<file path="config.mk">
export PLATFORM = sky130hd
export DESIGN_NAME = vga_term_writer_flat
export DESIGN_NICKNAME = d
export VERILOG_FILES = /design/src/rtl/vga_term_writer_if.sv /design/src/rtl/vga_term_writer.sv /design/src/flat_wrapper.sv
export SDC_FILE = /design/constraint.sdc
export NUM_CORES = 1
export LEC_CHECK = 0
export ABC_AREA = 1
export ABC_CLOCK_PERIOD_IN_PS = 7200
export CAP_MARGIN = 20
export CORE_AREA = 8 8 103 124
export DETAILED_ROUTE_END_ITERATION = 12
export DIE_AREA = 0 0 111 132
export PLACE_DENSITY = 0.83
export SLEW_MARGIN = 20
export SYNTH_ARGS = -nofsm -noshare
export SYNTH_HDL_FRONTEND = slang
export SYNTH_SLANG_ARGS = --single-unit
</file>
<file path="constraint.sdc">
create_clock -name clk -period 7.2 [get_ports clk]
set_clock_uncertainty 0.1 [all_clocks]
set_input_delay 1.44 -clock clk [delete_from_list [all_inputs] [get_ports clk]]
set_output_delay 1.44 -clock clk [all_outputs]
set_load 0.1 [all_outputs]
</file>
<file path="src/rtl/vga_term_writer_if.sv">
// Byte-source handshake, text-buffer write port and cursor readback of the terminal writer.
interface vga_term_writer_if #(
    parameter int unsigned ADDR_W = 15,
    parameter int unsigned COL_W  = 8,
    parameter int unsigned ROW_W  = 7
);
    logic              in_valid;
    logic [7:0]        in_data;
    logic              in_ready;
    logic [ADDR_W-1:0] wr_addr;
    logic [7:0]        wr_data;
    logic              wr_en;
    logic [COL_W-1:0]  cur_col;
    logic [ROW_W-1:0]  cur_row;

    modport master (
        output in_valid, in_data,
        input  in_ready, wr_addr, wr_data, wr_en, cur_col, cur_row
    );

    modport slave (
        input  in_valid, in_data,
        output in_ready, wr_addr, wr_data, wr_en, cur_col, cur_row
    );
endinterface

</file>
<file path="src/rtl/vga_term_writer.sv">
// Terminal-style character writer for the VGA text buffer (CR, LF, BS, FF, fill sequences).
// Define VGA_TERM_LINE_CLEAR_EN to clear each newly entered row on wrap or LF.
module vga_term_writer #(
    parameter int unsigned COLS      = 160,
    parameter int unsigned ROWS      = 128,
    parameter int unsigned ADDR_W    = 15,
    parameter logic [7:0]  FILL_CHAR = 8'h20
) (
    input  logic              clk,
    input  logic              reset,
    vga_term_writer_if.slave  bus
);
    localparam int unsigned COL_W = $clog2(COLS);
    localparam int unsigned ROW_W = $clog2(ROWS);

`ifdef VGA_TERM_LINE_CLEAR_EN
    localparam bit LineClear = 1'b1;
`else
    localparam bit LineClear = 1'b0;
`endif

    localparam logic [COL_W-1:0]  ColMax     = COL_W'(COLS - 1);
    localparam logic [ROW_W-1:0]  RowMax     = ROW_W'(ROWS - 1);
    localparam logic [ADDR_W-1:0] ColsA      = ADDR_W'(COLS);
    localparam logic [ADDR_W-1:0] ColsM1A    = ADDR_W'(COLS - 1);
    localparam logic [ADDR_W-1:0] ScreenLast = ADDR_W'(COLS * ROWS - 1);

    typedef enum logic [0:0] {StIdle, StFill} state_e;

    state_e            state_q, state_d;
    logic [COL_W-1:0]  col_q, col_d;
    logic [ROW_W-1:0]  row_q, row_d;
    logic [ADDR_W-1:0] cur_addr_q, cur_addr_d;
    logic [ADDR_W-1:0] fill_addr_q, fill_addr_d;
    logic [ADDR_W-1:0] fill_end_q, fill_end_d;
    logic              wr_en_q, wr_en_d;
    logic [ADDR_W-1:0] wr_addr_q, wr_addr_d;
    logic [7:0]        wr_data_q, wr_data_d;

    logic              row_last;
    logic [ROW_W-1:0]  row_next;
    logic [ADDR_W-1:0] row_base;
    logic [ADDR_W-1:0] next_base;
    logic              advance;
    logic              printable;

    assign row_last  = (row_q == RowMax);
    assign row_next  = row_last ? '0 : row_q + ROW_W'(1);
    assign row_base  = cur_addr_q - ADDR_W'(col_q);
    assign next_base = row_last ? '0 : row_base + ColsA;
    assign printable = (bus.in_data >= 8'h20) && (bus.in_data <= 8'h7E);

    always_comb begin
        state_d     = state_q;
        col_d       = col_q;
        row_d       = row_q;
        cur_addr_d  = cur_addr_q;
        fill_addr_d = fill_addr_q;
        fill_end_d  = fill_end_q;
        wr_en_d     = 1'b0;
        wr_addr_d   = wr_addr_q;
        wr_data_d   = wr_data_q;
        advance     = 1'b0;

        unique case (state_q)
            StIdle: begin
                if (bus.in_valid) begin
                    if (printable) begin
                        wr_en_d   = 1'b1;
                        wr_addr_d = cur_addr_q;
                        wr_data_d = bus.in_data;
                        if (col_q == ColMax) begin
                            advance = 1'b1;
                        end else begin
                            col_d      = col_q + COL_W'(1);
                            cur_addr_d = cur_addr_q + ADDR_W'(1);
                        end
                    end else begin
                        case (bus.in_data)
                            8'h0A: advance = 1'b1;
                            8'h0D: begin
                                col_d      = '0;
                                cur_addr_d = row_base;
                            end
                            8'h08: begin
                                if (col_q != '0) begin
                                    col_d      = col_q - COL_W'(1);
                                    cur_addr_d = cur_addr_q - ADDR_W'(1);
                                    wr_en_d    = 1'b1;
                                    wr_addr_d  = cur_addr_q - ADDR_W'(1);
                                    wr_data_d  = FILL_CHAR;
                                end
                            end
                            8'h0C: begin
                                col_d       = '0;
                                row_d       = '0;
                                cur_addr_d  = '0;
                                fill_addr_d = '0;
                                fill_end_d  = ScreenLast;
                                state_d     = StFill;
                            end
                            default: ;
                        endcase
                    end
                end
            end
            StFill: begin
                wr_en_d   = 1'b1;
                wr_addr_d = fill_addr_q;
                wr_data_d = FILL_CHAR;
                if (fill_addr_q == fill_end_q) begin
                    state_d = StIdle;
                end else begin
                    fill_addr_d = fill_addr_q + ADDR_W'(1);
                end
            end
            default: state_d = StIdle;
        endcase

        // Row advance shared by column wrap and LF; LF implies CR.
        if (advance) begin
            col_d      = '0;
            row_d      = row_next;
            cur_addr_d = next_base;
            if (LineClear) begin
                state_d     = StFill;
                fill_addr_d = next_base;
                fill_end_d  = next_base + ColsM1A;
            end
        end
    end

    always_ff @(posedge clk or posedge reset) begin
        if (reset) begin
            state_q     <= StIdle;
            col_q       <= '0;
            row_q       <= '0;
            cur_addr_q  <= '0;
            fill_addr_q <= '0;
            fill_end_q  <= '0;
            wr_en_q     <= 1'b0;
            wr_addr_q   <= '0;
            wr_data_q   <= '0;
        end else begin
            state_q     <= state_d;
            col_q       <= col_d;
            row_q       <= row_d;
            cur_addr_q  <= cur_addr_d;
            fill_addr_q <= fill_addr_d;
            fill_end_q  <= fill_end_d;
            wr_en_q     <= wr_en_d;
            wr_addr_q   <= wr_addr_d;
            wr_data_q   <= wr_data_d;
        end
    end

    assign bus.in_ready = (state_q == StIdle);
    assign bus.wr_en    = wr_en_q;
    assign bus.wr_addr  = wr_addr_q;
    assign bus.wr_data  = wr_data_q;
    assign bus.cur_col  = col_q;
    assign bus.cur_row  = row_q;
endmodule
</file>
<file path="src/flat_wrapper.sv">
// flat-port wrapper written by rule: the top's interface ports become plain ports
module vga_term_writer_flat 
#(
    parameter int unsigned COLS      = 160,
    parameter int unsigned ROWS      = 128,
    parameter int unsigned ADDR_W    = 15,
    parameter logic [7:0]  FILL_CHAR = 8'h20
)
  (clk, reset, bus_in_valid, bus_in_data, bus_in_ready, bus_wr_addr, bus_wr_data, bus_wr_en, bus_cur_col, bus_cur_row);
  vga_term_writer_if #(.ADDR_W(ADDR_W)) bus_i ();
  input  logic clk;
  input  logic reset;
  input wire logic [$bits(bus_i.in_valid)-1:0] bus_in_valid;
  input wire logic [$bits(bus_i.in_data)-1:0] bus_in_data;
  output wire logic [$bits(bus_i.in_ready)-1:0] bus_in_ready;
  output wire logic [$bits(bus_i.wr_addr)-1:0] bus_wr_addr;
  output wire logic [$bits(bus_i.wr_data)-1:0] bus_wr_data;
  output wire logic [$bits(bus_i.wr_en)-1:0] bus_wr_en;
  output wire logic [$bits(bus_i.cur_col)-1:0] bus_cur_col;
  output wire logic [$bits(bus_i.cur_row)-1:0] bus_cur_row;
  assign bus_i.in_valid = bus_in_valid;
  assign bus_i.in_data = bus_in_data;
  assign bus_in_ready = bus_i.in_ready;
  assign bus_wr_addr = bus_i.wr_addr;
  assign bus_wr_data = bus_i.wr_data;
  assign bus_wr_en = bus_i.wr_en;
  assign bus_cur_col = bus_i.cur_col;
  assign bus_cur_row = bus_i.cur_row;
  vga_term_writer #(.COLS(COLS), .ROWS(ROWS), .ADDR_W(ADDR_W), .FILL_CHAR(FILL_CHAR)) u_core (.clk(clk), .reset(reset), .bus(bus_i));
endmodule
</file>
==> After elaboration in Yosys (flattened, before gate mapping) <==
Cells that the tools add are included.
{ "op_classes": {"muxes": 50, "reduce_logical": 13, "n_lt_le_gt_ge": 2, "n_eq_ne": 17, "n_addsub": 8, "bitwise": 2} }
{ "ops": {"columns": ["cell", "count"], "rows": [
  ["$mux W15", 14],
  ["$mux W8", 10],
  ["$pmux W15 S2", 2],
  ["$pmux W15 S3", 1],
  ["$mux W7", 6],
  ["$eq A8 B4 Y1 const B", 4],
  ["$pmux W8 S2", 2],
  ["$add A15 B1 Y15 const B", 2],
  ["$add A15 B8 Y15 const B", 1],
  ["$eq A15 B15 Y1", 1],
  ["$sub A15 B1 Y15 const B", 1],
  ["$sub A15 B8 Y15", 1],
  ["$mux W1", 13],
  ["$reduce_and A4 Y1", 3],
  ["$reduce_and A5 Y1", 2],
  ["$add A8 B1 Y8 const B", 1],
  ["$eq A8 B8 Y1 const B", 1],
  ["$ge A8 B6 Y1 const B", 1],
  ["$le A8 B7 Y1 const B", 1],
  ["$ne A2 B2 Y1 const B", 4],
  ["$reduce_bool A8 Y1", 1],
  ["$sub A8 B1 Y8 const B", 1],
  ["$add A7 B1 Y7 const B", 1],
  ["$eq A7 B7 Y1 const B", 1],
  ["other kinds (12)", 17]
]} }
{ "totals": {"wordCells": 101, "register_bits": 71, "output_inout_bits": 40, "inputBits": 11} }

==> Logic depth before layout (Yosys ltp) <==
{ "depth": {"depth_word": 7, "ltp_mapped": 21, "depth_no_buf": 20} }

==> Worst setup path after synthesis <==
OpenSTA, ideal clock, no wires.
{ "synth_timing": {"path_type": "flip-flop to flip-flop", "startpoint": "register u_core.col_q[2] (netlist: u_core.bus.cur_col[2])", "endpoint": "register u_core.cur_addr_q[9]", "period_less_slack_ps": 3269, "t_arrival_ps": 3052, "n_path_buf": 1, "setup_slack_ps": 3931, "stages_incl_launch_ff": 21, "required_time_ps": 6983, "setup_time_ps": 117, "cell_sequence": "dfrtp_1 buf_2 inv_1 ha_1 nand2_1 nor2_1 nor2_1 nor2_1 o21bai_1 nand2_1 ha_1 inv_1 nand3_1 nand2_1 inv_2 nor2_1 nor2_1 nand2_1 nand3_1 o21ai_1 inv_1"} }
{ "synth_via": {"elab_chain_cells": 7, "elab_cells_between_ends": 20, "classes_between": "add/sub: 2; eq/ne: 4; mux: 10; reduce/logical: 4"} }
{ "synth_rtl": {"columns": ["element", "line_no", "text"], "rows": [
  ["from (decl)", "vga_term_writer.sv:31", "logic [COL_W-1:0] col_q, col_d;"],
  ["from (signal assigned)", "vga_term_writer.sv:146", "col_q <= col_d;"],
  ["branches (longest 7 deep; another with $sub A15 B8 Y15)", null, null],
  ["to (signal assigned)", "vga_term_writer.sv:148", "cur_addr_q <= cur_addr_d;"],
  ["to (decl)", "vga_term_writer.sv:33", "logic [ADDR_W-1:0] cur_addr_q, cur_addr_d;"]
]} }
Several ways; the timed one is not identified. The select of a mux whose other input is x is not followed.
A chain may end at the register's enable or synchronous reset.

==> Worst setup path after layout <==
{ "layout_timing": {"startpoint": "register u_core.state_q", "endpoint": "output bus_in_ready"} }
{ "layout_via": {"elab_chain_cells": 1} }
{ "layout_rtl": {"columns": ["element", "line_no", "text"], "rows": [
  ["from (decl)", "vga_term_writer.sv:30", "state_e state_q, state_d;"],
  ["from (signal assigned)", "vga_term_writer.sv:135", "state_q <= StIdle;"],
  ["from (signal assigned)", "vga_term_writer.sv:145", "state_q <= state_d;"],
  ["$not A1 Y1", "vga_term_writer.sv:157", "assign bus.in_ready = (state_q == StIdle);"],
  ["to (decl)", "flat_wrapper.sv:15", "output wire logic [$bits(bus_i.in_ready)-1:0] bus_in_ready;"]
]} }
No other way between the ends.

==> flow_summary.toml <==
[synthesis]
synth_compound_area_share_pct = 15.65
yosysTopAreaCellShare_pct = 30.83
syn_area_per_cell_sq_um = 7.037
synth-simple-area-share_pct = 34.48
synth_commonest_cells = "182 x nand2_1, 95 x inv_1, 79 x nand3_1, 71 x dfrtp_1, 64 x nor2_1"
syn-num-nets = 847
synth_top_family_by_area = "simple AND/OR/NAND/NOR gates"
syn_area_sq_um = 5763
yosys.area.top_type = "dfrtp_1"
yosysSeqAreaShare_pct = 30.83
synth_fa_ha_area_share_pct = 3.821
synth_edf_count = 0
async_reset_ff_share_pct = 100.0
synthMuxAreaShare_pct = 0
ys_ff_latch = 71
ys_warn_count = 0
synth.distinct_cells = 56
synthTopCellsByArea = "dfrtp_1 31%, nand2_1 12%, nand3_1 6.9%"
yosysMostFrequentCell = "nand2_1"
synth_xor_area_share_pct = 5.449
ys.flop_type = "dfrtp_1"
synth_cells = 819

[power_and_ir_drop]
finalPower_uw = 1201
vdd_drop_max_mv = 0.09383
power_density_nw_per_um2 = 182.1
p_leak_uw = 0.003001

[min_path]
min_path_type = "reg2reg"
min-delay-start = "u_core.bus.wr_addr[3]$_DFFE_PP0P_"
min_to = "u_core.bus.wr_addr[3]$_DFFE_PP0P_"
hold_depth = 2

[die]
core-area_sq_um = 10770
dieArea_sq_um = 14650
initial_utilization_pct = 53.50
io_pins = 51
num_rows = 42
die_h_um = 132
die_w_um = 111

[detailed_routing]
post_drt_wl_per_cell_um = 17.14
vias = 5973
drt-total-wl_um = 17040
drc = 0
vias_per_cell = 6.009
firstDrtPassIters = 6
ant_nets = 0
drt_iter0_markers = 656

[worst_setup_path]
cp-end-kind = "primary output"
r2r_end = "u_core.cur_addr_q[9]$_DFFE_PP0P_"
worstPathArrival_ps = 3130
r2r_slack_ps = 3910
critPathMaxFanout = 27
ff2ff_path_depth = 18
start_kind = "flip-flop"
regToRegStartpoint = "u_core.cur_addr_q[0]$_DFFE_PP0P_"
cp_data_required_time_ps = 5660
criticalPathCategory = "reg2out"

[global_route]
antenna_found_initial = 0
grt_overflow = 0
grt_start_max_net_pins = 72
grt_pass1_wl_um = 27830
grt_use_total_pct = 22.76
grt_pass1_vias = 5641

[final_layout]
stdcell_area_sq_um = 6595
n_antenna_cell = 0
fin_nets = 885
num-fill-cells = 960
final_layout_size_suffix_gt1_share_pct = 8.585
areaGrowthSynthToFinish_pct = 14.44

[sta]
tightest_slew_ps = 996.4
layout_min_cycle_time_ps = 4669
rsz0062_at_grt = "no"
hold_viol_final = 0
post-route-period-util_pct = 64.84
relSlewSlack_pct = 33.37
timing.fmax_mhz = 214.2
setup_slack_ps = 2531
setup_viol = 0
slew_violations = 0
holdWs_ps = 382.2
setup-tns-final_ps = 0

[placement]
gp_congestion = 0.9793
portBuffers = 50
place_ws_ps = 2566
place_area_sq_um = 6287
place.detailed.hpwl_um = 12550

[cts]
clk_latency_ps = 340
cts_root_buffer = "clkbuf_16"
ctsHtreeMaxLevel = 3
cts_tree = "built"
clk_pin_slew_ps = 60
cts-buffers-inserted = 9
post_cts_buffers = 0
clock_sinks = 71
cts-resized-gates = 0
ctsLongestPathBuffers = 2
ctsHoldBuffers = 0

[flow_run]
maxCapViolCount = 0

[outcome]
outcome = "completed"
-- logic make-up after synthesis --
family	after synthesis
adder cells (fa/ha/maj)	17
buffers and inverters	133
flip-flops	71
AO/OA/AOI/OAI	145
XOR/XNOR	35
AND/OR/NAND/NOR	418
-- final cells by class --
cell class | count | area [sq um] | area share, %
multi-input cells | 615 | 3423 | 51.91
flip-flops and latches | 71 | 1777 | 26.94
repair buffers | 51 | 508.0 | 7.703
inverters | 109 | 414.1 | 6.280
clock buffers | 10 | 239.0 | 3.624
well taps | 132 | 165.2 | 2.504
clock inverters | 6 | 68.82 | 1.043
-- worst max-delay path by stage --
stage | depth (start not counted) | slack (ps) | end | from
final | 2 | 2530 | bus_in_ready | u_core.state_q$_DFF_PP0_
after global routing | 2 | 2420 | bus_in_ready | u_core.state_q$_DFF_PP0_
after CTS | 2 | 2560 | bus_in_ready | u_core.state_q$_DFF_PP0_
after detailed placement | 11 | 2570 | u_core.bus.cur_col[7]$_DFFE_PP0P_ | bus_in_data[5]
after global placement | 12 | 2670 | u_core.bus.cur_col[7]$_DFFE_PP0P_ | bus_in_data[4]
after floorplan | 1 | 3860 | u_core.bus.cur_col[0]$_DFFE_PP0P_ | reset
-- metal layers --
| layer | vias to the layer above | track usage, % | share of wire (%) |
|---|---|---|---|
| met1 | 2796 | 26.54 | 39 |
| met2 | 283 | 38.32 | 49 |
| li1 | 2843 | - | - |
| met3 | 51 | 4.281 | 7.7 |
| met4 | 0 | 12.64 | 3.8 |
| met5 | - | 0 | 0 |
-- state kept, by name, indices dropped and copies added, names as in the netlist --
register            count
u_core.bus.wr_addr     15
u_core.cur_addr_q      15
u_core.fill_addr_q     15
u_core.bus.cur_col      8
u_core.bus.wr_data      8
u_core.bus.cur_row      7
u_core.bus.wr_en        1
u_core.fill_end_q       1
u_core.state_q          1
-- critical path: stages (launching register included) --
cell and delay, ps:
dfrtp_1 730, clkinv_1 860, clkdlybuf4s50_1 1200
-- layout by cell type, fill, tap and decap left out, types with 10 or more instances in the layout --
cell type and instances:
o21ai_0 49, clkdlybuf4s50_1 50, a21oi_1 24, nand3_1 79, nor2_1 64, dfrtp_1 71, o22ai_1 18, inv_1 94
inv_2 11, o21ai_1 10, nand2_1 182, nand2_2 10, ha_1 16, nor3_1 16, o211ai_1 10, nand4_1 28
xor2_1 31
-- power breakdown --
part	total, uW	switching (uW)	internal [uW]
Sequential	432	23.6	408
Clock	457	178	279
Combinational	312	215	96.4
-- stage by stage --
step                cells  util (%)
global route          994     61.22
CTS                   994     61.22
floorplan             819         -
finish                994     61.22
detailed placement    978     58.36
global placement      978     58.36
No activity file was read; power rests on OpenSTA's default activity.
